--- src/rtl/led_ctrl_top.sv ---
// LED driver frame sequencer: FILL a 16x12 show-ahead FIFO, then shift pixel pairs out as bytes.
// Define LED_CTRL_BGR_EN to pack FIFO words as {B,G,R} instead of the default {R,G,B}.
module led_ctrl_top (
    input  logic       clk_fast,
    input  logic       rstn,
    input  logic       en,
    input  logic       start,
    input  logic [3:0] MeanR [15:0],
    input  logic [3:0] MeanG [15:0],
    input  logic [3:0] MeanB [15:0],
    output logic       cko_o,
    output logic [7:0] sdo,
    output logic       busy,
    output logic       done
);

    typedef enum logic [1:0] {IDLE, FILL, LOAD, SHIFT} state_t;

    state_t      state_reg, state_next;
    logic [3:0]  step_reg, step_next;
    logic        done_reg, done_next;
    logic        oe_reg;
    logic [23:0] pair_reg;

    logic [11:0] fifo_mem [16];
    logic [3:0]  wr_ptr_reg, rd_ptr_reg;
    logic [4:0]  count_reg;
    logic        fifo_wr, fifo_rd, wr_ok, rd_ok, fifo_empty, fifo_full;
    logic [11:0] fifo_rd_data, fifo_wr_data;

    logic [11:0] pix_word [16];
    logic [7:0]  byte_sel;

    for (genvar gi = 0; gi < 16; gi++) begin : g_pack
`ifdef LED_CTRL_BGR_EN
        assign pix_word[gi] = {MeanB[gi], MeanG[gi], MeanR[gi]};
`else
        assign pix_word[gi] = {MeanR[gi], MeanG[gi], MeanB[gi]};
`endif
    end

    assign fifo_empty   = (count_reg == 5'd0);
    assign fifo_full    = (count_reg == 5'd16);
    assign wr_ok        = fifo_wr && !fifo_full;
    assign rd_ok        = fifo_rd && !fifo_empty;
    assign fifo_rd_data = fifo_mem[rd_ptr_reg];
    assign fifo_wr_data = pix_word[step_reg];

    // Storage has no reset; validity is tracked solely by count_reg.
    always_ff @(posedge clk_fast) begin
        if (wr_ok) begin
            fifo_mem[wr_ptr_reg] <= fifo_wr_data;
        end
    end

    always_ff @(posedge clk_fast or negedge rstn) begin
        if (!rstn) begin
            wr_ptr_reg <= 4'd0;
            rd_ptr_reg <= 4'd0;
            count_reg  <= 5'd0;
        end else begin
            if (wr_ok) wr_ptr_reg <= wr_ptr_reg + 4'd1;
            if (rd_ok) rd_ptr_reg <= rd_ptr_reg + 4'd1;
            case ({wr_ok, rd_ok})
                2'b10:   count_reg <= count_reg + 5'd1;
                2'b01:   count_reg <= count_reg - 5'd1;
                default: count_reg <= count_reg;
            endcase
        end
    end

    always_ff @(posedge clk_fast or negedge rstn) begin
        if (!rstn) begin
            state_reg <= IDLE;
            step_reg  <= 4'd0;
            done_reg  <= 1'b0;
            oe_reg    <= 1'b1;
            pair_reg  <= 24'd0;
        end else begin
            state_reg <= state_next;
            step_reg  <= step_next;
            done_reg  <= done_next;
            if (en) oe_reg <= ~oe_reg;
            if (state_reg == LOAD) begin
                if (step_reg[0]) pair_reg[11:0]  <= fifo_rd_data;
                else             pair_reg[23:12] <= fifo_rd_data;
            end
        end
    end

    // step_reg counts FILL words (0..15), LOAD pops (0..1) and SHIFT half-bytes (0..5).
    always_comb begin
        state_next = state_reg;
        step_next  = step_reg;
        done_next  = 1'b0;
        fifo_wr    = 1'b0;
        fifo_rd    = 1'b0;
        case (state_reg)
            IDLE: begin
                if (start) begin
                    state_next = FILL;
                    step_next  = 4'd0;
                end
            end
            FILL: begin
                fifo_wr   = 1'b1;
                step_next = step_reg + 4'd1;
                if (step_reg == 4'd15) begin
                    state_next = LOAD;
                    step_next  = 4'd0;
                end
            end
            LOAD: begin
                fifo_rd   = 1'b1;
                step_next = step_reg + 4'd1;
                if (step_reg == 4'd1) begin
                    state_next = SHIFT;
                    step_next  = 4'd0;
                end
            end
            SHIFT: begin
                step_next = step_reg + 4'd1;
                if (step_reg == 4'd5) begin
                    step_next = 4'd0;
                    if (!fifo_empty) begin
                        state_next = LOAD;
                    end else begin
                        state_next = IDLE;
                        done_next  = 1'b1;
                    end
                end
            end
            default: begin
                state_next = IDLE;
                step_next  = 4'd0;
            end
        endcase
    end

    always_comb begin
        case (step_reg[2:1])
            2'd0:    byte_sel = pair_reg[23:16];
            2'd1:    byte_sel = pair_reg[15:8];
            default: byte_sel = pair_reg[7:0];
        endcase
    end

    assign sdo   = (state_reg == SHIFT && oe_reg) ? byte_sel : 8'h00;
    assign cko_o = (state_reg == SHIFT) && oe_reg && step_reg[0];
    assign busy  = (state_reg != IDLE);
    assign done  = done_reg;

endmodule

--- config.mk ---
export PLATFORM = sky130hd
export DESIGN_NAME = led_ctrl_top
export DESIGN_NICKNAME = d
export VERILOG_FILES = /design/src/rtl/led_ctrl_top.sv
export SDC_FILE = /design/constraint.sdc
export NUM_CORES = 1
export LEC_CHECK = 0
export CAP_MARGIN = 10
export CORE_MARGIN = 4
export CORE_UTILIZATION = 49
export CTS_BUF_LIST = sky130_fd_sc_hd__clkbuf_4 sky130_fd_sc_hd__clkbuf_8
export DETAILED_ROUTE_END_ITERATION = 10
export GPL_TIMING_DRIVEN = 1
export PLACE_DENSITY = 0.79
export SLEW_MARGIN = 20
export SYNTH_ARGS = -nofsm -noshare
export SYNTH_HDL_FRONTEND = slang
export SYNTH_SLANG_ARGS = --single-unit
--- constraint.sdc ---
create_clock -name clk_fast -period 2.8 [get_ports clk_fast]
set_input_delay 0.42 -clock clk_fast [delete_from_list [all_inputs] [get_ports clk_fast]]
set_output_delay 0.42 -clock clk_fast [all_outputs]
set_load 0.03 [all_outputs]
### Yosys cells after proc, flatten, opt, wreduce, memory -nomap -nowiden

Memory sizes are Yosys's and may differ from the RTL's.
Index checks and enable logic that the tools add are counted.

| word-level totals | value |
|---|---|
| flip-flop bits (word level) | 45 |
| latch bits | 0 |
| memory bits (writable) | 192 |
| memory bits (read-only) | 0 |
| input port bits | 196 |
| output and inout bits | 11 |
| word-level logic and storage cells | 71 |
| memories kept | 1 |

| cells by class | value |
|---|---|
| add/sub/neg operators | 5 |
| multiply operators | 0 |
| divide/modulo/power cells | 0 |
| order comparisons | 1 |
| eq/ne operators | 14 |
| shifts and indexed selects | 0 |
| mux-type cells | 24 |
| bitwise logic cells | 3 |
| reduce and logical (&&, ||, !) cells | 14 |

Memory list:

| memory | depth | width | rd ports | clocked after memory_dff | wr ports | line | source |
|---|---|---|---|---|---|---|---|
| fifo_mem | 16 | 12 | 1 | 0 | 1 | 25 | `logic [11:0] fifo_mem [16];` |

Operator list:

| operator | number |
|---|---|
| $bmux 12 s4 | 1 |
| $mux 12 | 2 |
| $mux 4 | 4 |
| $pmux 4 s4 | 1 |
| $pmux 8 s2 | 1 |
| $add 4x1->4 const B | 3 |
| $mux 2 | 5 |
| $pmux 5 s2 | 1 |
| $mux 8 | 1 |
| $pmux 2 s4 | 1 |
| $mux 1 | 7 |
| $eq 2x1->1 const B | 3 |
| $eq 2x2->1 const B | 3 |
| $ne 2x2->1 const B | 3 |
| $add 5x1->5 const B | 1 |
| $eq 5x5->1 const B | 1 |
| $ge 5x5->1 const B | 1 |
| $logic_not 5->1 | 1 |
| $not 4->5 | 1 |
| $sub 5x1->5 const B | 1 |
| $eq 4x1->1 const B | 1 |
| $eq 4x3->1 const B | 1 |
| $eq 4x4->1 const B | 1 |
| $logic_and 1x1->1 | 4 |
| other kinds (7) | 12 |

### Logic depth before layout (Yosys ltp)

Gate-level depths: netlist (run 1).

| logic depth | value |
|---|---|
| depth after elaboration | 5 |
| mapped depth | 13 |
| gate-level depth less buffers | 10 |

### Worst setup path before layout (run 1)

Ideal clock, no wire load.

| timing | value |
|---|---|
| kind | flip-flop to flip-flop |
| from | reg count_reg[1] |
| to | reg count_reg[4] |
| setup time | 0.105 ns |
| arrival time | 2.673 ns |
| data required time | 2.695 ns |
| path slack | 0.022 ns |
| cell stages (with the launch flop) | 13 |
| buffers on the path | 2 |
| clock period less this slack | 2.778 ns |
| cell sequence | dfrtp_1 > nor4_1 > a21oi_1 > clkbuf_1 > inv_1 > ha_1 > clkbuf_1 > xor2_1 > ha_1 > o211a_1 > o21ai_0 > o41ai_1 > nor4b_1 |

| on the way | value |
|---|---|
| cells in the longest elaborated chain, start to end | 5 |
| elaborated cells between the ends (all ways) | 12 |
| those cells by class | 2 x add/sub; 3 x eq/ne; 1 x mux; 6 x reduce/logical |

RTL lines:

| item | line | source |
|---|---|---|
| from (decl) | 27 | `logic [4:0] count_reg;` |
| from (signal assigned) | 65 | `2'b10: count_reg <= count_reg + 5'd1;` |
| from (signal assigned) | 66 | `2'b01: count_reg <= count_reg - 5'd1;` |
| from (signal assigned) | 67 | `default: count_reg <= count_reg;` |
| $eq 5x5->1 / $logic_not 5->1 (equally long branches) | 43, 42 |  |
| $logic_not 1->1 (on tied branches) | - |  |
| $logic_and 1x1->1 (on tied branches) | 44, 45 |  |
| $eq 2x1->1 / $eq 2x2->1 (equally long branches) | 64 | `case ({wr_ok, rd_ok})` |
| $pmux 5 s2 / $reduce_bool 2->1 (equally long branches) | - |  |

Parallel ways exist; a longest one is shown, timed or not.
A chain may end at the register's enable or synchronous reset.

### Final worst setup path (run 1)

| timing | value |
|---|---|
| from | reg state_reg[1] |
| to | out sdo[7] |

| on the way | value |
|---|---|
| cells in the longest elaborated chain, start to end | 3 |

RTL lines:

| item | line | source |
|---|---|---|
| from (decl) | 19 | `state_t state_reg, state_next;` |
| from (signal assigned) | 80 | `state_reg <= state_next;` |
| $eq 2x2->1 | 148 | `assign sdo = (state_reg == SHIFT && oe_reg) ? byte_sel : 8'h00;` |
| $logic_and 1x1->1 | 148 |  |
| $mux 8 | 148 |  |
| to (decl) | 12 | `output logic [7:0] sdo,` |

Every way passes these cells.

==> results.sh, run 1 <==
export IMPL_synth_warnings=0
export IMPL_status="finished, final reports clean"
export IMPL_num_fill_cells=1608
export IMPL_core_area_um2=22800
export IMPL_setup_violations=0
export IMPL_async_reset_ff_frac=0.190
export IMPL_largest_reg_flops=192
export IMPL_avgSynthCellArea_um2=15.5
export IMPL_hold_violations=0
export IMPL_start_util=0.502
export IMPL_path_class="reg -> out"
export IMPL_required_ps=2380
export IMPL_root_buffer="clkbuf_8"
export IMPL_synth_top_area_frac=0.504
export IMPL_slew_headroom=0.262
export IMPL_grt_usage=0.238
export IMPL_path_clk_slew_ps=60
export IMPL_antenna_found_initial=2
export IMPL_ios=207
export IMPL_cts_max_level=2
export IMPL_first_global_vias=8004
export IMPL_vias_per_cell=5.82
export IMPL_synth_top_cell_by_area="edfxtp_1"
export IMPL_synthCells=736
export IMPL_p_total_mw=13.1
export IMPL_timing_fmax_ghz=0.372
export IMPL_maxCapViolCount=0
export IMPL_yosysSeqAreaShare=0.603
export IMPL_wl_um=31000
export IMPL_fp_row_count=55
export IMPL_port_buffers=206
export IMPL_synth_area_leaders="edfxtp_1 (50%), mux4_2 (10%), dfrtp_1 (9.6%)"
export IMPL_cp_cell_sequence="nand3_2 -> nor2_1 -> clkdlybuf4s50_1"
export IMPL_synth_area_um2=11400
export IMPL_hold_path_class="in -> reg"
export IMPL_drcViolationCount=0
export IMPL_ff2ff_setup_slack_ps=150
export IMPL_period_share=0.961
export IMPL_final_area_um2=15000
export IMPL_routedWlPerCell_um=23.4
export IMPL_drt_pass1_iter_count=5
export IMPL_place_area_um2=14200
export IMPL_synth_fp_nets=943
export IMPL_fin_cells=1327
export IMPL_grt_ovfl_total=0
export IMPL_routabilityCongestion=0.858
export IMPL_clkSinkCount=237
export IMPL_slew_violations=0
export IMPL_critPathMaxStageDelay_ps=700
export IMPL_synth_edf_count=192
export IMPL_via_count=7729
export IMPL_die_area_um2=25800
export IMPL_worstPathMaxFanout=11
export IMPL_hold_slack_ps=455
export IMPL_ir_drop_v=0.000372
export IMPL_die_w_um=161
export IMPL_synthDistinctLibCells=49
export IMPL_power_density_nw_per_um2=871
export IMPL_grt_pass1_wl_um=47200
export IMPL_grt_max_degree=48
export IMPL_die_h_um=161
export IMPL_cp_start_kind="flip-flop"
export IMPL_clock_skew_ps=11.4
export IMPL_leakage_nw=5.39
export IMPL_cp_end_kind="output pin"
export IMPL_final_cell_mix="clkdlybuf4s50_1 (202), edfxtp_1 (192), nand2_1 (57), mux2i_1 (56), mux4_2 (52)"
export IMPL_area_growth_pct=31.5
export IMPL_rsz0062_at_grt="yes"
export IMPL_clockBufferDepth=3
export IMPL_layout_drive_gt1_share=0.225
export IMPL_layout_commonest_cell="clkdlybuf4s50_1"
export IMPL_clock_latency_ps=530
export IMPL_place_inst=1253
export IMPL_cts_tree="done"
export IMPL_drt_iter0_markers=700
export IMPL_ys_ff_latch=237
export IMPL_finalNetCount=1189
export IMPL_cts_buffers=38
export IMPL_hpwl_um=21700
export IMPL_synthFlopType="edfxtp_1"
export IMPL_drtAntennaViolNets=0
export IMPL_crit_path_top_delay_cell="clkdlybuf4s50_1"
export IMPL_tightest_slew_ps=1100
export IMPL_finalSetupTns_ps=0
export IMPL_arrival_ps=2270
export IMPL_min_period_ps=2690
routing by layer:
metal,track usage,wire length [um],up-vias
met3,0.0521,2360,56
met1,0.298,12100,3875
met5,0,0,-
met4,0.0872,992,0
li1,-,-,3435
met2,0.411,15600,363
synth_stat cells, drive strengths merged (6+ instances only):
cell	n
nor3b	6
ha	11
inv	12
mux2i	56
nand2	57
and2	10
o22ai	12
dfrtp	44
buf	28
a21oi	29
clkbuf	27
mux4	70
o221ai	25
mux2	28
nor2	41
nand2b	6
edfxtp	192
xnor2	6
o21ai	12
a22oi	23
report_power, final:
group,internal (mW),leakage [nW],switching (mW)
clock network,1.64,0.417,1.29
registers,5.21,2.34,0.373
logic,1.95,2.63,2.63
kinds of logic after synthesis:
logic type,synth area share
mux,0.220
compound gates,0.0691
xor+xnor,0.00843
simple gates,0.0596
fa+ha+maj,0.0120
buf+inv,0.0276
flops,0.603
cell type report:
class / instances / area (um^2) / share of cell area
antenna: 2 / 5.00 / 0.000333
sequential: 237 / 6900 / 0.459
clock inverter: 8 / 43.8 / 0.00291
inverter: 12 / 45.0 / 0.00300
multi-input combinational: 432 / 4290 / 0.285
clock buffer: 62 / 722 / 0.0480
tap: 313 / 392 / 0.0261
timing repair buffer: 261 / 2640 / 0.175
timing repair:
item                                    in CTS  in global routing
pin swaps                                    0                  1
setup buffers                                1                  0
hold buffers                                 1                  0
endpoints found under the hold margin       24                  0
gates resized for setup                      2                  7
endpoints found under the setup margin      26                 21
final timing paths:
| check | startpoint | endpoint | depth (start not counted) |
|---|---|---|---|
| min reg2reg | pair_reg[16]$_DFFE_PN0P_ | pair_reg[16]$_DFFE_PN0P_ | 2 |
| max | state_reg[1]$_DFFE_PN0P_ | sdo[7] | 3 |
| max in group asynchronous | rstn | pair_reg[0]$_DFFE_PN0P_ | 3 |
| min in group asynchronous | rstn | count_reg[3]$_DFFE_PN0P_ | 2 |
| min | en | oe_reg$_DFFE_PN1P_ | 2 |
| max reg2reg | step_reg[1]$_DFFE_PN0N_ | fifo_mem[10][9]$_DFFE_PP_ | 5 |
worst max-delay path, delay by kind of cell (launching register included):
kind,cells,cell delay [ps]
buffers and inverters,1,700
and+or+nand+nor,2,520
DFF,1,520
stage by stage:
| stage | setup slack [ps] | util |
|---|---|---|
| finish | 109 | 0.660 |
| global route | -3.28 | 0.660 |
| detailed placement | -74.2 | 0.623 |
| global placement | 76.7 | 0.623 |
| CTS | 29.2 | 0.658 |
| floorplan | 21.7 | - |
No activity file was read; power rests on OpenSTA's default activity.
==> inputs of run 2 (changes only) <==
--- a/config.mk
+++ b/config.mk
@@ -7,11 +7,11 @@
 export LEC_CHECK = 0
 export CAP_MARGIN = 10
 export CORE_MARGIN = 4
-export CORE_UTILIZATION = 49
+export CORE_UTILIZATION = 59
 export CTS_BUF_LIST = sky130_fd_sc_hd__clkbuf_4 sky130_fd_sc_hd__clkbuf_8
 export DETAILED_ROUTE_END_ITERATION = 10
 export GPL_TIMING_DRIVEN = 1
-export PLACE_DENSITY = 0.79
+export PLACE_DENSITY = 0.89
 export SLEW_MARGIN = 20
 export SYNTH_ARGS = -nofsm -noshare
 export SYNTH_HDL_FRONTEND = slang
==> constraint.sdc (replaced) <==
create_clock -name clk_fast -period 3.4 [get_ports clk_fast]
set_input_delay 0.51 -clock clk_fast [delete_from_list [all_inputs] [get_ports clk_fast]]
set_output_delay 0.51 -clock clk_fast [all_outputs]
set_load 0.03 [all_outputs]
==> run 2 against run 1 <==
  * Wire length grew 1.7%
  * Die area down 16%
  * Critical endpoint is now sdo[0]
  * Combinational power down 24%
  * The flow now finishes with violations (negative hold slack)
  * Sequential cell count unchanged
==> results.sh, run 2 (same netlist as run 1, synthesis figures left out) <==
export IMPL_status="finished with violations"
export IMPL_violations="negative hold slack"
export IMPL_ir_drop_v=0.000641
export IMPL_place_area_um2=13800
export IMPL_worstPathMaxFanout=32
export IMPL_post_cts_buffers=0
export IMPL_gr_usage_met2=0.506
export IMPL_hpwl_um=21800
export IMPL_area_sequential_um2=6900
export IMPL_first_global_vias=7835
export IMPL_cp_cell_sequence="buf_4 -> mux2i_1 -> nor2_1 -> a21oi_1 -> nor2_1 -> clkdlybuf4s50_1"
export IMPL_vias_per_cell=6.16
export IMPL_required_ps=2890
export IMPL_setup_violations=0
export IMPL_crit_path_top_delay_cell="clkdlybuf4s50_1"
export IMPL_routedWlPerCell_um=25.5
export IMPL_wl_um=31600
export IMPL_tightest_slew_ps=1090
export IMPL_cp_end_kind="output pin"
export IMPL_period_share=0.938
export IMPL_cp_start_kind="flip-flop"
export IMPL_grtUsageMet1=0.366
export IMPL_finalSetupTns_ps=0
export IMPL_cts_buffers=37
export IMPL_path_class="reg -> out"
export IMPL_hold_violations=7
export IMPL_min_period_ps=3190
export IMPL_timing_fmax_ghz=0.314
export IMPL_num_fill_cells=1119
export IMPL_hold_slack_ps=-17.5
export IMPL_post_route_util=0.771
export IMPL_p_total_mw=10.6
export IMPL_place_inst=1170
export IMPL_clockBufferDepth=3
export IMPL_drcViolationCount=0
export IMPL_grt_usage=0.291
export IMPL_preCtsSetupSlack_ps=496
export IMPL_largest_reg_flops=192
export IMPL_final_cell_mix="clkdlybuf4s50_1 (205), edfxtp_1 (192), nand2_1 (57), mux2i_1 (56), mux4_2 (52)"
export IMPL_slew_headroom=0.270
export IMPL_antenna_found_initial=1
export IMPL_die_w_um=147
export IMPL_path_clk_slew_ps=60
export IMPL_grt_ovfl_total=0
export IMPL_cts_resized=0
export IMPL_slew_violations=0
export IMPL_hold_path_class="in -> async"
export IMPL_top_usage_layer="met2"
export IMPL_layout_commonest_cell="clkdlybuf4s50_1"
export IMPL_drtAntennaViolNets=0
export IMPL_cts_max_level=2
export IMPL_routabilityCongestion=0.869
export IMPL_drt_iter0_markers=610
export IMPL_leakage_nw=5.13
export IMPL_die_h_um=147
export IMPL_worst_slack_ps=210
export IMPL_layout_drive_gt1_share=0.192
export IMPL_finalNetCount=1156
export IMPL_root_buffer="clkbuf_8"
export IMPL_clkSinkCount=237
export IMPL_cts_hold_buf=0
export IMPL_use_met3=0.0716
export IMPL_cp_common_cell="nor2_1"
export IMPL_port_buffers=206
export IMPL_die_area_um2=21700
export IMPL_ff2ff_setup_slack_ps=560
export IMPL_ios=207
export IMPL_core_area_um2=18900
export IMPL_area_growth_pct=27.3
export IMPL_final_area_um2=14600
export IMPL_cts_tree="done"
export IMPL_clock_skew_ps=18.4
export IMPL_via_count=7612
export IMPL_fin_cells=1236
export IMPL_arrival_ps=2680
export IMPL_drt_pass1_iter_count=6
export IMPL_rsz0062_at_grt="no"
export IMPL_clock_latency_ps=530
export IMPL_grt_pass1_wl_um=47300
export IMPL_grt_max_degree=46
export IMPL_critPathMaxStageDelay_ps=630
export IMPL_start_util=0.605
export IMPL_multi_input_area_um2=4260
export IMPL_power_density_nw_per_um2=728
export IMPL_fp_row_count=50
export IMPL_maxCapViolCount=0
==> run 2: metal layers <==
layer | vias up | part of all wire
met5 | - | 0
met4 | 0 | 0.029
met3 | 69 | 0.086
met2 | 382 | 0.51
met1 | 3790 | 0.37
li1 | 3371 | -
==> run 2: worst paths after layout <==
kind | start | end | cells past startpoint
max in group asynchronous | rstn | step_reg[0]$_DFFE_PN0N_ | 1
min in group clk_fast | pair_reg[5]$_DFFE_PN0P_ | pair_reg[5]$_DFFE_PN0P_ | 2
min reg2reg | pair_reg[5]$_DFFE_PN0P_ | pair_reg[5]$_DFFE_PN0P_ | 2
max reg2reg | count_reg[1]$_DFFE_PN0P_ | count_reg[4]$_DFFE_PN0P_ | 9
min | rstn | count_reg[4]$_DFFE_PN0P_ | 1
max | step_reg[1]$_DFFE_PN0N_ | sdo[0] | 6
==> run 2: critical path: cells and delay by family, from the launching register on <==
family / cells / cell delay [ps]
mux: 1 / 240
simple gates: 2 / 120
compound gates: 1 / 250
flops: 1 / 450
buf+inv: 2 / 1090
==> run 2: power by group <==
group	internal (mW)	switching, mW	leakage, nW	total [mW]
registers	4.29	0.385	2.34	4.68
logic	1.42	2.06	2.38	3.48
clock network	1.39	1.05	0.409	2.44
==> run 2: cell type report <==
cell class,instances,share of cell area
flip-flops and latches,237,0.474
multi-input cells,432,0.292
repair buffers,229,0.156
clock buffers,54,0.0450
well taps,260,0.0223
clock inverters,11,0.00722
inverters,12,0.00309
diodes,1,0.000172
==> inputs of run 3 (changes only) <==
--- a/config.mk
+++ b/config.mk
@@ -6,12 +6,13 @@
 export NUM_CORES = 1
 export LEC_CHECK = 0
 export CAP_MARGIN = 10
-export CORE_MARGIN = 4
-export CORE_UTILIZATION = 59
+export CORE_MARGIN = 1.5
+export CORE_UTILIZATION = 35
 export CTS_BUF_LIST = sky130_fd_sc_hd__clkbuf_4 sky130_fd_sc_hd__clkbuf_8
 export DETAILED_ROUTE_END_ITERATION = 10
+export GPL_ROUTABILITY_DRIVEN = 0
 export GPL_TIMING_DRIVEN = 1
-export PLACE_DENSITY = 0.89
+export PLACE_DENSITY = 0.58
 export SLEW_MARGIN = 20
 export SYNTH_ARGS = -nofsm -noshare
 export SYNTH_HDL_FRONTEND = slang
==> run 3 against run 2 <==
  * The flow now finishes without violations
  * Total power is 1.0% higher
  * Sequential share of layout area is 1.1 points lower
  * Non-clock buffer count is 9 higher
  * Clock-buffer cell count is 5 lower
  * Critical path type unchanged
  * Largest cell class unchanged
==> results.sh, run 3 (same netlist as run 1, synthesis figures left out) <==
export IMPL_largest_reg_flops=192
export IMPL_slew_headroom=0.281
export IMPL_fin_cells=1436
export IMPL_drt_pass1_iter_count=4
export IMPL_cts_buffers=40
export IMPL_area_growth_pct=30.5
export IMPL_grt_ovfl_total=0
export IMPL_power_density_nw_per_um2=718
export IMPL_final_area_um2=14900
export IMPL_setup_violations=0
export IMPL_required_ps=2890
export IMPL_clockBufferDepth=3
export IMPL_grt_usage=0.192
export IMPL_preCtsSetupSlack_ps=471
export IMPL_via_count=7439
export IMPL_vias_per_cell=5.18
export IMPL_layout_drive_gt1_share=0.201
export IMPL_first_global_vias=7657
export IMPL_hpwl_um=22900
export IMPL_hold_slack_ps=93.2
export IMPL_cts_resized=0
export IMPL_drt_iter0_markers=460
export IMPL_cp_start_kind="flip-flop"
export IMPL_routedWlPerCell_um=22.8
export IMPL_hold_path_class="in -> async"
export IMPL_tightest_slew_ps=1070
export IMPL_wl_um=32700
export IMPL_drcViolationCount=0
export IMPL_min_period_ps=3060
export IMPL_place_area_um2=14100
export IMPL_rsz0062_at_grt="no"
export IMPL_arrival_ps=2550
export IMPL_status="finished, final reports clean"
export IMPL_cts_hold_buf=0
export IMPL_drtAntennaViolNets=0
export IMPL_die_h_um=184
export IMPL_layout_commonest_cell="clkdlybuf4s50_1"
export IMPL_ir_drop_v=0.000249
export IMPL_slew_violations=0
export IMPL_die_area_um2=33800
export IMPL_path_clk_slew_ps=70
export IMPL_path_class="reg -> out"
export IMPL_cts_tree="done"
export IMPL_antenna_found_initial=1
export IMPL_grt_max_degree=37
export IMPL_crit_path_top_delay_cell="clkdlybuf4s50_1"
export IMPL_cts_max_level=2
export IMPL_post_cts_buffers=0
export IMPL_hold_violations=0
export IMPL_fp_row_count=66
export IMPL_port_buffers=206
export IMPL_timing_fmax_ghz=0.327
export IMPL_die_w_um=184
export IMPL_grt_pass1_wl_um=47600
export IMPL_critPathMaxStageDelay_ps=730
export IMPL_ios=207
export IMPL_period_share=0.899
export IMPL_worst_slack_ps=344
export IMPL_final_cell_mix="clkdlybuf4s50_1 (205), edfxtp_1 (192), nand2_1 (57), mux2i_1 (56), mux4_2 (52)"
export IMPL_clock_skew_ps=16.5
export IMPL_maxCapViolCount=0
export IMPL_core_area_um2=32400
export IMPL_clock_latency_ps=540
export IMPL_finalSetupTns_ps=0
export IMPL_cp_cell_sequence="nand3_1 -> nor2_1 -> clkdlybuf4s50_1"
export IMPL_post_route_util=0.461
export IMPL_finalNetCount=1168
export IMPL_cp_end_kind="output pin"
export IMPL_clkSinkCount=237
export IMPL_leakage_nw=5.19
export IMPL_start_util=0.353
export IMPL_place_inst=1361
export IMPL_root_buffer="clkbuf_8"
export IMPL_worstPathMaxFanout=14
export IMPL_p_total_mw=10.7
[run 3: layout make-up]
cell class	count	area, um^2
inverter	12	45.0
sequential	237	6900
fill	2915	17400
timing repair buffer	238	2360
tap	442	553
antenna	1	2.50
clock buffer	49	618
clock inverter	25	178
multi-input combinational	432	4270
[run 3: routing by layer]
layer  vias to the layer above  track usage  share of wire
met5                         -            0              0
met4                         0       0.0508          0.020
met3                        39       0.0376          0.074
met2                       258        0.350           0.51
met1                      3739        0.232           0.39
li1                       3403            -              -
[run 3: final timing paths]
| kind | from | endpoint | slack, ps | cells past startpoint |
|---|---|---|---|---|
| max | state_reg[0]$_DFFE_PN0P_ | sdo[1] | 340 | 3 |
| min | rstn | count_reg[3]$_DFFE_PN0P_ | 90 | 1 |
| max reg2reg | count_reg[1]$_DFFE_PN0P_ | count_reg[4]$_DFFE_PN0P_ | 500 | 9 |
| min reg2reg | pair_reg[0]$_DFFE_PN0P_ | pair_reg[0]$_DFFE_PN0P_ | 470 | 2 |
| max in group asynchronous | rstn | pair_reg[20]$_DFFE_PN0P_ | 2580 | 2 |
| min in group clk_fast | pair_reg[0]$_DFFE_PN0P_ | pair_reg[0]$_DFFE_PN0P_ | 470 | 2 |
[run 3: critical path: cells and delay by family (launching register included)]
| family | cells | cell delay, ps |
|---|---|---|
| buf+inv | 1 | 730 |
| simple gates | 2 | 700 |
| flops | 1 | 570 |
[run 3: report_power, final]
part           internal (mW)  switching, mW
Clock                   1.37           1.16
Sequential              4.29          0.353
Combinational           1.44           2.09
